**src/rtl/instr_fetch_seq.sv**
```systemverilog
// -----------------------------------------------------------------------------
// instr_fetch_seq
// Read-side initiator for the instruction memory. Walks a program counter,
// reads 2-byte instructions (opcode, operand) and offers each one to the
// network controller over a valid/ready handshake. Fetching starts on a
// start pulse, stops on the halt opcode, and may be redirected by the
// controller with a jump at handshake time.
//
// Ports
//   clk            system clock, rising edge
//   reset          synchronous, active-high reset
//   start          single-cycle pulse; honoured only in IDLE or HALT
//   mem_address    address to instruction memory (Moore decoded)
//   mem_enable     memory read enable (Moore decoded)
//   mem_data       combinational read data, valid with address/enable
//   instr_opcode   latched opcode
//   instr_operand  latched operand
//   instr_pc       address of the current opcode byte
//   instr_valid    instruction available
//   instr_ready    consumer accepts the instruction
//   jump_en        redirect next fetch, sampled on handshake only
//   jump_addr      jump target, reduced modulo MEM_DEPTH
//   busy           high in FETCH_OP, FETCH_ARG and VALID
//   halted         high in HALT
// -----------------------------------------------------------------------------
// state     | meaning
// ----------|------------------------------------------------------------
// IDLE      | waiting for start, memory disabled
// FETCH_OP  | memory reads opcode at pc
// FETCH_ARG | memory reads operand at pc+1
// VALID     | instruction offered, waiting for instr_ready
// HALT      | halt opcode seen, waiting for start
// -----------------------------------------------------------------------------
module instr_fetch_seq #(
  parameter int                    ADDR_WIDTH  = 8,
  parameter int                    DATA_WIDTH  = 8,
  parameter int                    MEM_DEPTH   = 128,
  parameter int                    START_ADDR  = 0,
  parameter logic [DATA_WIDTH-1:0] HALT_OPCODE = 8'hFF
) (
  input  logic                  clk,
  input  logic                  reset,
  input  logic                  start,
  output logic [ADDR_WIDTH-1:0] mem_address,
  output logic                  mem_enable,
  input  logic [DATA_WIDTH-1:0] mem_data,
  output logic [DATA_WIDTH-1:0] instr_opcode,
  output logic [DATA_WIDTH-1:0] instr_operand,
  output logic [ADDR_WIDTH-1:0] instr_pc,
  output logic                  instr_valid,
  input  logic                  instr_ready,
  input  logic                  jump_en,
  input  logic [ADDR_WIDTH-1:0] jump_addr,
  output logic                  busy,
  output logic                  halted
);

  typedef enum logic [2:0] {
    IDLE,
    FETCH_OP,
    FETCH_ARG,
    VALID,
    HALT
  } state_t;

  localparam logic [ADDR_WIDTH-1:0] START_PC = ADDR_WIDTH'(START_ADDR);
  localparam logic [31:0]           DEPTH_U  = 32'(MEM_DEPTH);

  state_t                state;
  logic [ADDR_WIDTH-1:0] pc;
  logic [ADDR_WIDTH-1:0] pc_plus1;
  logic [ADDR_WIDTH-1:0] pc_plus2;
  logic [ADDR_WIDTH-1:0] jump_pc;

  // One extra bit on the input keeps pc+1 / pc+2 from overflowing before
  // the modulo, so non-power-of-two depths wrap correctly too.
  function automatic logic [ADDR_WIDTH-1:0] wrap_addr(input logic [ADDR_WIDTH:0] a);
    logic [31:0] ext;
    ext = 32'(a);
    return ADDR_WIDTH'(ext % DEPTH_U);
  endfunction

  assign pc_plus1 = wrap_addr({1'b0, pc} + (ADDR_WIDTH + 1)'(1));
  assign pc_plus2 = wrap_addr({1'b0, pc} + (ADDR_WIDTH + 1)'(2));
  assign jump_pc  = wrap_addr({1'b0, jump_addr});

  // Memory interface depends on state and pc only, so mem_data can never
  // feed back into the address it is read from.
  always_comb begin
    mem_enable  = 1'b0;
    mem_address = '0;
    case (state)
      FETCH_OP: begin
        mem_enable  = 1'b1;
        mem_address = pc;
      end
      FETCH_ARG: begin
        mem_enable  = 1'b1;
        mem_address = pc_plus1;
      end
      default: ;
    endcase
  end

  always_ff @(posedge clk) begin
    if (reset) begin
      state         <= IDLE;
      pc            <= START_PC;
      instr_opcode  <= '0;
      instr_operand <= '0;
      instr_pc      <= '0;
      instr_valid   <= 1'b0;
      busy          <= 1'b0;
      halted        <= 1'b0;
    end else begin
      case (state)
        IDLE: begin
          if (start) begin
            state <= FETCH_OP;
            pc    <= START_PC;
            busy  <= 1'b1;
          end
        end

        FETCH_OP: begin
          instr_opcode <= mem_data;
          instr_pc     <= pc;
          if (mem_data == HALT_OPCODE) begin
            state  <= HALT;
            busy   <= 1'b0;
            halted <= 1'b1;
          end else begin
            state <= FETCH_ARG;
          end
        end

        FETCH_ARG: begin
          // Operand byte is plain data even if it equals the halt opcode.
          instr_operand <= mem_data;
          instr_valid   <= 1'b1;
          state         <= VALID;
        end

        VALID: begin
          if (instr_ready) begin
            instr_valid <= 1'b0;
            state       <= FETCH_OP;
            pc          <= jump_en ? jump_pc : pc_plus2;
          end
        end

        HALT: begin
          if (start) begin
            state  <= FETCH_OP;
            pc     <= START_PC;
            halted <= 1'b0;
            busy   <= 1'b1;
          end
        end

        default: begin
          state       <= IDLE;
          instr_valid <= 1'b0;
          busy        <= 1'b0;
          halted      <= 1'b0;
        end
      endcase
    end
  end

endmodule

```
**config.mk**
```make
export PLATFORM = sky130hd
export DESIGN_NAME = instr_fetch_seq
export DESIGN_NICKNAME = d
export VERILOG_FILES = /design/src/rtl/instr_fetch_seq.sv
export SDC_FILE = /design/constraint.sdc
export NUM_CORES = 1
export LEC_CHECK = 0
export ABC_CLOCK_PERIOD_IN_PS = 1800
export CELL_PAD_IN_SITES_DETAIL_PLACEMENT = 1
export CELL_PAD_IN_SITES_GLOBAL_PLACEMENT = 2
export CORE_UTILIZATION = 25
export CTS_CLUSTER_DIAMETER = 30
export DETAILED_ROUTE_END_ITERATION = 16
export GPL_TIMING_DRIVEN = 0
export PLACE_DENSITY_LB_ADDON = 0.1
export RECOVER_POWER = 50
export SYNTH_ARGS = -nofsm -noshare
export SYNTH_HDL_FRONTEND = slang
export SYNTH_SLANG_ARGS = --single-unit
```
**constraint.sdc**
```tcl
create_clock -name clk -period 1.8 [get_ports clk]
set_input_delay 0.45 -clock clk [delete_from_list [all_inputs] [get_ports clk]]
set_output_delay 0.45 -clock clk [all_outputs]
set_load 0.01 [all_outputs]
```
==> impl_metrics.json <==
{
  "clk_path_buf_depth": 2,
  "portBuffers": 51,
  "drt-total-wl_mm": 5.94,
  "p_comb_share_pct": 39.3,
  "setup_ws_ns": -0.250,
  "reg2reg_from": "state[0]",
  "ys_ff_latch": 36,
  "core_area_mm2": 0.00683,
  "synthArstFlopShare_pct": 0,
  "arrival_ns": 1.60,
  "fin_skew_ns": 0.00491,
  "yosys_warnings": 0,
  "finalSetupViolCount": 8,
  "failed_checks": "negative setup slack",
  "hold_path_class": "input pin to flop",
  "drive_gt1_share_pct": 23.2,
  "crit_type": "flop to output port",
  "power_density_mw_per_mm2": 952,
  "p_int_uw": 1730,
  "post_dp_cell_area_mm2": 0.00240,
  "drt_first_pass_iters": 4,
  "grt_antenna_before_repair": 0,
  "die_w_um": 86.1,
  "status": "complete, but fails checks",
  "clock_latency_ns": 0.29,
  "fin_total_pwr_uw": 2560,
  "viasPerCell": 4.68,
  "rsz0062_at_grt": "true",
  "min-delay-start": "start",
  "layout_common_cells": "63 x nand2_1, 31 x a21oi_1, 30 x dfxtp_1",
  "start_util_pct": 25.9,
  "vias": 1862,
  "crit_fanout": 6,
  "stdcell_area_mm2": 0.00269,
  "path_clk_slew_ns": 0.07,
  "ir_drop_uv": 352,
  "r2r_slack_ns": 0.29,
  "die_h_um": 86.1,
  "power.share.switching_pct": 32.7,
  "ios": 57,
  "final_nets": 325,
  "finalMaxSlewViolations": 0,
  "cts.htree.levels": 2,
  "wl_per_cell_um": 14.9,
  "gp_congestion": 0.702,
  "worstMarginPinSlew_ns": 0.532,
  "ys_types": 42,
  "p_leak_uw": 0.00107,
  "start_kind": "flop",
  "hold_buffers": 0,
  "root_buffer": "clkbuf_8",
  "ys.flop_type": "dfxtp_1",
  "critPathRequiredTime_ns": 1.35,
  "grt_first_pass_wirelength_mm": 9.50,
  "finalCritPeriodShare_pct": 114,
  "die_area_mm2": 0.00742,
  "drv_cap": 0,
  "ant_nets": 0,
  "syn-cell-area_mm2": 0.00177,
  "drc": 0,
  "power.net_switching_uw": 837,
  "cts_tree": "built",
  "cts.sinks": 36,
  "grt_pass1_vias": 1861,
  "slew_headroom_pct": 64.6,
  "synth_area_per_cell_um2": 7.76,
  "dp_hpwl_mm": 4.19,
  "cp-end-kind": "output port",
  "layout_commonest_cell": "nand2_1",
  "num_rows": 30,
  "fin_crit_ns": 2.05,
  "grt_max_degree": 11,
  "syn2layout_area_growth_pct": 52.2,
  "first_iter_violations": 67,
  "synth_edf_count": 0,
  "crit_start": "state[1]",
  "clockPowerShare_pct": 24.5,
  "seq_power_share_pct": 36.2,
  "synth-seq-area-share_pct": 40.7,
  "n_antenna_cell": 0,
  "syn_inst": 228,
  "hold_violations": 0,
  "overflow": 0,
  "grt.total_usage_pct": 16.9,
  "cts_made_buffers": 5,
  "fmax_mhz": 488
}
worst max-delay path: stages, from the launching register on:
cell and delay [ns]:
dfxtp_4 0.39, or3b_4 0.45, a31oi_1 0.16, o21ai_1 0.08, o31ai_1 0.07, buf_2 0.17
repair_timing:
action | in CTS | in global routing
resized for setup | 72 | 14
hold endpoints to repair | 0 | 0
setup endpoints to repair | 13 | 9
pin swaps | 6 | 2
buffers inserted | 13 | 4
final timing paths:
kind                                  endpoint  cells after the start
worst max-delay path            mem_address[6]                      5
worst min-delay path                     pc[3]                      2
worst max register to register           pc[4]                      7
worst min register to register     instr_pc[2]                      2
power by group through the flow:
stage	registers, uW	clock network (uW)	logic [uW]
finish	928	627	1010
global route	939	682	1090
CTS	932	652	977
detailed placement	945	0	815
global placement	943	0	814
floorplan	968	0	444
metal layers:
metal / global-route usage (%) / share of wire, % / vias up
met3: 4.14 / 3.8 / 6
met1: 20.0 / 45 / 890
met5: 0 / 0 / -
li1: - / - / 931
met4: 5.45 / 1.3 / 0
met2: 29.7 / 50 / 35
cells in the mapped netlist, types with 2 or more instances:
library cell | number | area (um^2)
nor2_1 | 9 | 33.8
nand4_1 | 2 | 12.5
dfxtp_1 | 36 | 721
o21ai_0 | 12 | 60.1
a21oi_1 | 31 | 155
nand2b_1 | 4 | 25.0
buf_2 | 4 | 20.0
inv_1 | 2 | 7.51
nand2_1 | 65 | 244
buf_6 | 5 | 56.3
ha_1 | 2 | 25.0
o31ai_1 | 2 | 15.0
buf_4 | 5 | 37.5
and3_1 | 2 | 12.5
clkbuf_1 | 6 | 22.5
a31oi_1 | 3 | 18.8
nor3_1 | 7 | 35.0
nand4b_1 | 2 | 17.5
nand3_1 | 4 | 20.0
nor4_1 | 3 | 18.8
metrics by stage:
| stage | TNS (ns) | setup slack, ns | cells | utilization [%] | hold WS [ns] |
|---|---|---|---|---|---|
| 3_3_place_gp | -13.43 | -0.598 | 376 | 35.2 | 0.444 |
| 6_report | -1.51 | -0.250 | 398 | 39.4 | 0.409 |
| 2_1_floorplan | 0 | 0.0541 | 229 | - | 0.474 |
| 5_1_grt | -2.60 | -0.359 | 398 | 39.4 | 0.400 |
| 3_5_place_dp | -14.12 | -0.611 | 376 | 35.2 | 0.449 |
| 4_1_cts | -1.78 | -0.255 | 395 | 38.5 | 0.401 |
layout make-up:
class	count	area, um^2
clock buffer	7	96.3
sequential	36	738
fill	865	4140
inverter	2	7.51
multi-input combinational	170	960
tap	96	120
buffer	19	151
timing repair buffer	68	619
flip-flops by register name (all words and copies together), names as in the netlist:
name / cells
instr_valid: 1
state: 3
instr_operand: 8
instr_opcode: 8
halted: 1
busy: 1
instr_pc: 7
pc: 7
cell families after synthesis:
group                    after synthesis  share of synthesized area, %
XOR/XNOR                               1                         0.495
AO/OA/AOI/OAI                         60                          20.5
flip-flops                            36                          40.7
other                                  1                         0.212
AND/OR/NAND/NOR                      104                          27.7
adder cells (fa/ha/maj)                2                          1.41
buffers and inverters                 23                          8.35
multiplexers                           1                         0.566
Note: power is estimated with default switching activity, not from simulation.
==> edit 1 (same settings) <==
Change the parameter `MEM_DEPTH` from 128 to 64.
--- a/src/rtl/instr_fetch_seq.sv
+++ b/src/rtl/instr_fetch_seq.sv
@@ -34,7 +34,7 @@
 module instr_fetch_seq #(
   parameter int                    ADDR_WIDTH  = 8,
   parameter int                    DATA_WIDTH  = 8,
-  parameter int                    MEM_DEPTH   = 128,
+  parameter int                    MEM_DEPTH   = 64,
   parameter int                    START_ADDR  = 0,
   parameter logic [DATA_WIDTH-1:0] HALT_OPCODE = 8'hFF
 ) (
Behaviour: not the same (a bounded check fails within 10 cycles, from zero or initial values and one cycle with reset high).
==> edit 1 against the original RTL <==
The flow still finishes with violations (negative setup slack). Worst hold slack improved by 0.050 ns. Final area fell by 5.9%. Setup slack improved by 0.0026 ns. Synthesized area fell by 6.1%. Wire length fell by 8.2%. Clock skew rose by 0.00052 ns. Synthesized cell count fell by 8.8%. First-iteration DRC count fell by 36%. Sequential cell count fell by 2. Non-clock buffer count fell by 5.
Power is not compared: it rests on default switching activity, and its combinational part moved more than twofold at a synthesized area within 25%.
==> edit 1: results (changes against the original RTL) <==
outcome complete, but fails checks; failing checks negative setup slack; Iter 0 DRT Violations 43 (-36%); setup bufs post-CTS 11 (-2); Avg Vias per Cell 4.84 (+3.4%); worst min path class reg2reg; clock skew 0.00543 ns (+0.000518 ns); # setup viols final 7 (-1); Global Route Usage Sum 16.0% (-0.82 points); WL met3 192 um (-14%); Synth Area in Compound Gates 20.6% (+0.048 points); Hold EP instr_pc[4]$_SDFFE_PP0P_; layout cells sized above 1 21.5% (-1.7 points); hpwl dp 3800 um (-9.2%); dpl cells 337 (-10%); FILL cells 774 (-11%); synth top area cells dfxtp_1, nand2_1, a21oi_1, nand2b_1, buf_2; IO buf count 49 (-3.9%); crit path capture mem_address[2]; vias in the first global route 1658 (-11%); Synth Area in Adders 1.51% (+0.092 points); Area after DPL 2260 um2 (-6.0%); nets 306 (-5.8%); Final WS setup -0.247 ns (+0.00257 ns); pre-CTS WS -0.786 ns (-0.175 ns); mux share of post-synthesis cell area 0.678% (+0.11 points); setup slack, reg-to-reg 0.32 ns (+0.03 ns); Routed WL per cell 15.1 um (+1.2%); post-synthesis xor/xnor area fraction 0% (-0.50 points); largest net degree at the start of global routing 12 (+1); met2 WL post-DR 2520 um (-16%); sequential area share after synthesis 41.0% (+0.23 points)
## edit 1: cell types whose count changed after synthesis, moves of 3 or more
cell / before / now
nand2_1: 65 / 54
nor2_1: 9 / 3
nor3_1: 7 / 1
o21ai_0: 12 / 6
nor2b_1: 0 / 4
buf_6: 5 / 2
nand2b_1: 4 / 7
nor4_1: 3 / 0
## edit 1: area by class of cell
type	instances	area [um2]	share of cell area (%)
Multi-Input combinational cell	157	916	36.1
Sequential cell	34	701	27.6
Timing Repair Buffer	66	593	23.4
Buffer	16	123	4.84
Tap cell	77	96.3	3.80
Clock buffer	6	82.6	3.26
Clock inverter	2	12.5	0.494
Inverter	3	11.3	0.444
## edit 1: logic make-up (layout without fill, tap and decap cells)
kind of cell	Yosys count	in the layout
flops	34	34
buf+inv	20	93
mux	1	1
simple gates	95	95
compound gates	55	55
fa+ha+maj	2	2
other cells	1	4
==> edit 2 (same settings) <==
Made on the original files. Encoding of `state_t`: now Gray code (3 bits for 5 states).
--- a/src/rtl/instr_fetch_seq.sv
+++ b/src/rtl/instr_fetch_seq.sv
@@ -56,11 +56,11 @@
 );
 
   typedef enum logic [2:0] {
-    IDLE,
-    FETCH_OP,
-    FETCH_ARG,
-    VALID,
-    HALT
+    IDLE      = 3'b000,
+    FETCH_OP  = 3'b001,
+    FETCH_ARG = 3'b011,
+    VALID     = 3'b010,
+    HALT      = 3'b110
   } state_t;
 
   localparam logic [ADDR_WIDTH-1:0] START_PC = ADDR_WIDTH'(START_ADDR);
Check against the original RTL: no difference found for any inputs over 10 cycles, from zero or initial values and one cycle with reset high; not proved beyond that.
==> edit 2 against the original RTL <==
Cell count decreased by 9.3%. Die area decreased by 2.2%. Sequential cell count unchanged. Critical path type unchanged. Setup slack improved by 0.077 ns. Wire length decreased by 6.9%. Synthesized area decreased by 2.3%. Final area decreased by 4.5%. Maximum frequency increased by 3.9%. First-iteration DRC count decreased by 43%. The run still ends with negative setup slack left.
Power is not compared: it rests on default switching activity, and its combinational part moved more than twofold at a synthesized area within 25%.
==> edit 2: results (changes against the original RTL) <==
outcome complete, but fails checks; failing checks negative setup slack; slowest stage delay, CP 0.39 ns (-0.06 ns); largest net degree at the start of global routing 13 (+2); gp weighted congestion 0.720 (+2.6%); setup TNS -0.428 ns (+1.08 ns); layout cells sized above 1 19.4% (-3.8 points); Synth Area in Compound Gates 17.3% (-3.2 points); slowest stage cell, crit path dfxtp_4; biggest regs instr_opcode (8), instr_operand (8); IO buf count 52 (+2.0%); Avg Vias per Cell 4.81 (+2.8%); list of most frequent post-synthesis cells nand2_1, dfxtp_1, nor2_1; relative slew slack 65.9% (+1.4 points); Syn Area/Cell 8.08 um2 (+4.1%); Netlist cell types 44 (+4.8%); r2r worst-path depth 6 (-1); Global Route Usage Sum 16.0% (-0.86 points); clock skew 0.00418 ns (-0.000723 ns); Pre-antenna DRT Iters 4 (unchanged); # setup viols final 3 (-5); worst min path class reg2reg; Final WS setup -0.173 ns (+0.0767 ns); Worst EP arrival 1.52 ns (-0.08 ns); Synth Area in Adders 2.03% (+0.61 points); beginning of the worst hold path instr_pc[5]$_SDFFE_PP0P_; setup slack, reg-to-reg 0.03 ns (-0.26 ns); global-route wire length before repair 8950 um (-5.8%); worst hold slack 0.456 ns (+0.0474 ns); pre-CTS WS -0.622 ns (-0.0110 ns); dpl cells 344 (-8.5%); final WL 5530 um (-6.9%); vias in the first global route 1739 (-6.6%); worst reg2reg startpoint state[1]$_SDFFE_PP0P_; Routed WL per cell 15.3 um (+2.6%); mux share of post-synthesis cell area 6.51% (+5.9 points); synth top area cells dfxtp_1, nand2_1, a21oi_1, mux2i_1, nor2_1; Iter 0 DRT Violations 38 (-43%); Yosys warnings 0 (unchanged); post-synth top area share 41.7% (+0.94 points); CTS Root Cell clkbuf_8; hpwl dp 4020 um (-3.8%); sequential area share after synthesis 41.7% (+0.94 points); nets 306 (-5.8%); Area after DPL 2350 um2 (-2.2%); clock buffer depth 2 (unchanged); Crit Path Max Fanout 4 (-2); Hold EP instr_pc[5]$_SDFFE_PP0P_
==> edit 2: power breakdown <==
group          internal [W]  leakage [nW]  total [W]  switching (W)
clock              0.000270        0.0479   0.000594       0.000323
combinational      0.000172         0.647   0.000363       0.000191
sequential         0.000823         0.296   0.000847      0.0000240
total               0.00127         0.991    0.00180       0.000538
==> edit 2: cell type report <==
class,instances,area [um2]
clock inverters,3,18.8
inverters,5,20.0
multi-input cells,159,986
plain buffers,15,100
repair buffers,61,543
clock buffers,5,68.8
well taps,77,96.3
flip-flops and latches,36,738
fillers,785,3920
==> edit 2: worst max-delay path by stage <==
stage                     slack, ns               start             end
after CTS                     -0.18  pc[1]$_SDFFE_PP0P_  mem_address[6]
after global routing          -0.28  pc[1]$_SDFFE_PP0P_  mem_address[5]
final                         -0.17  pc[1]$_SDFFE_PP0P_  mem_address[6]
after detailed placement      -0.62  pc[0]$_SDFFE_PP0P_  mem_address[6]
after floorplan                0.02  pc[0]$_SDFFE_PP0P_  mem_address[6]
after global placement        -0.61  pc[0]$_SDFFE_PP0P_  mem_address[6]
==> edit 2: what timing repair did <==
item / CTS / global route
endpoints found under the setup margin: 8 / 13
buffers inserted: 7 / 1
resized for setup: 43 / 17
cloned: 0 / 1
pin swaps: 5 / 2
==> edit 2: routing by layer <==
metal	wire length [um]	GRT usage (%)	share of wire [%]	up-vias
met3	297	3.99	5.4	4
met5	0	0	0	-
li1	-	-	-	875
met1	2540	20.3	46	812
met2	2660	27.1	48	45
met4	32	4.16	0.58	0
==> edit 2: worst min-delay path, stage by stage (launching register included) <==
cell	delay [ns]
dfxtp_1	0.31
nand2_1	0.05
a21oi_1	0.05
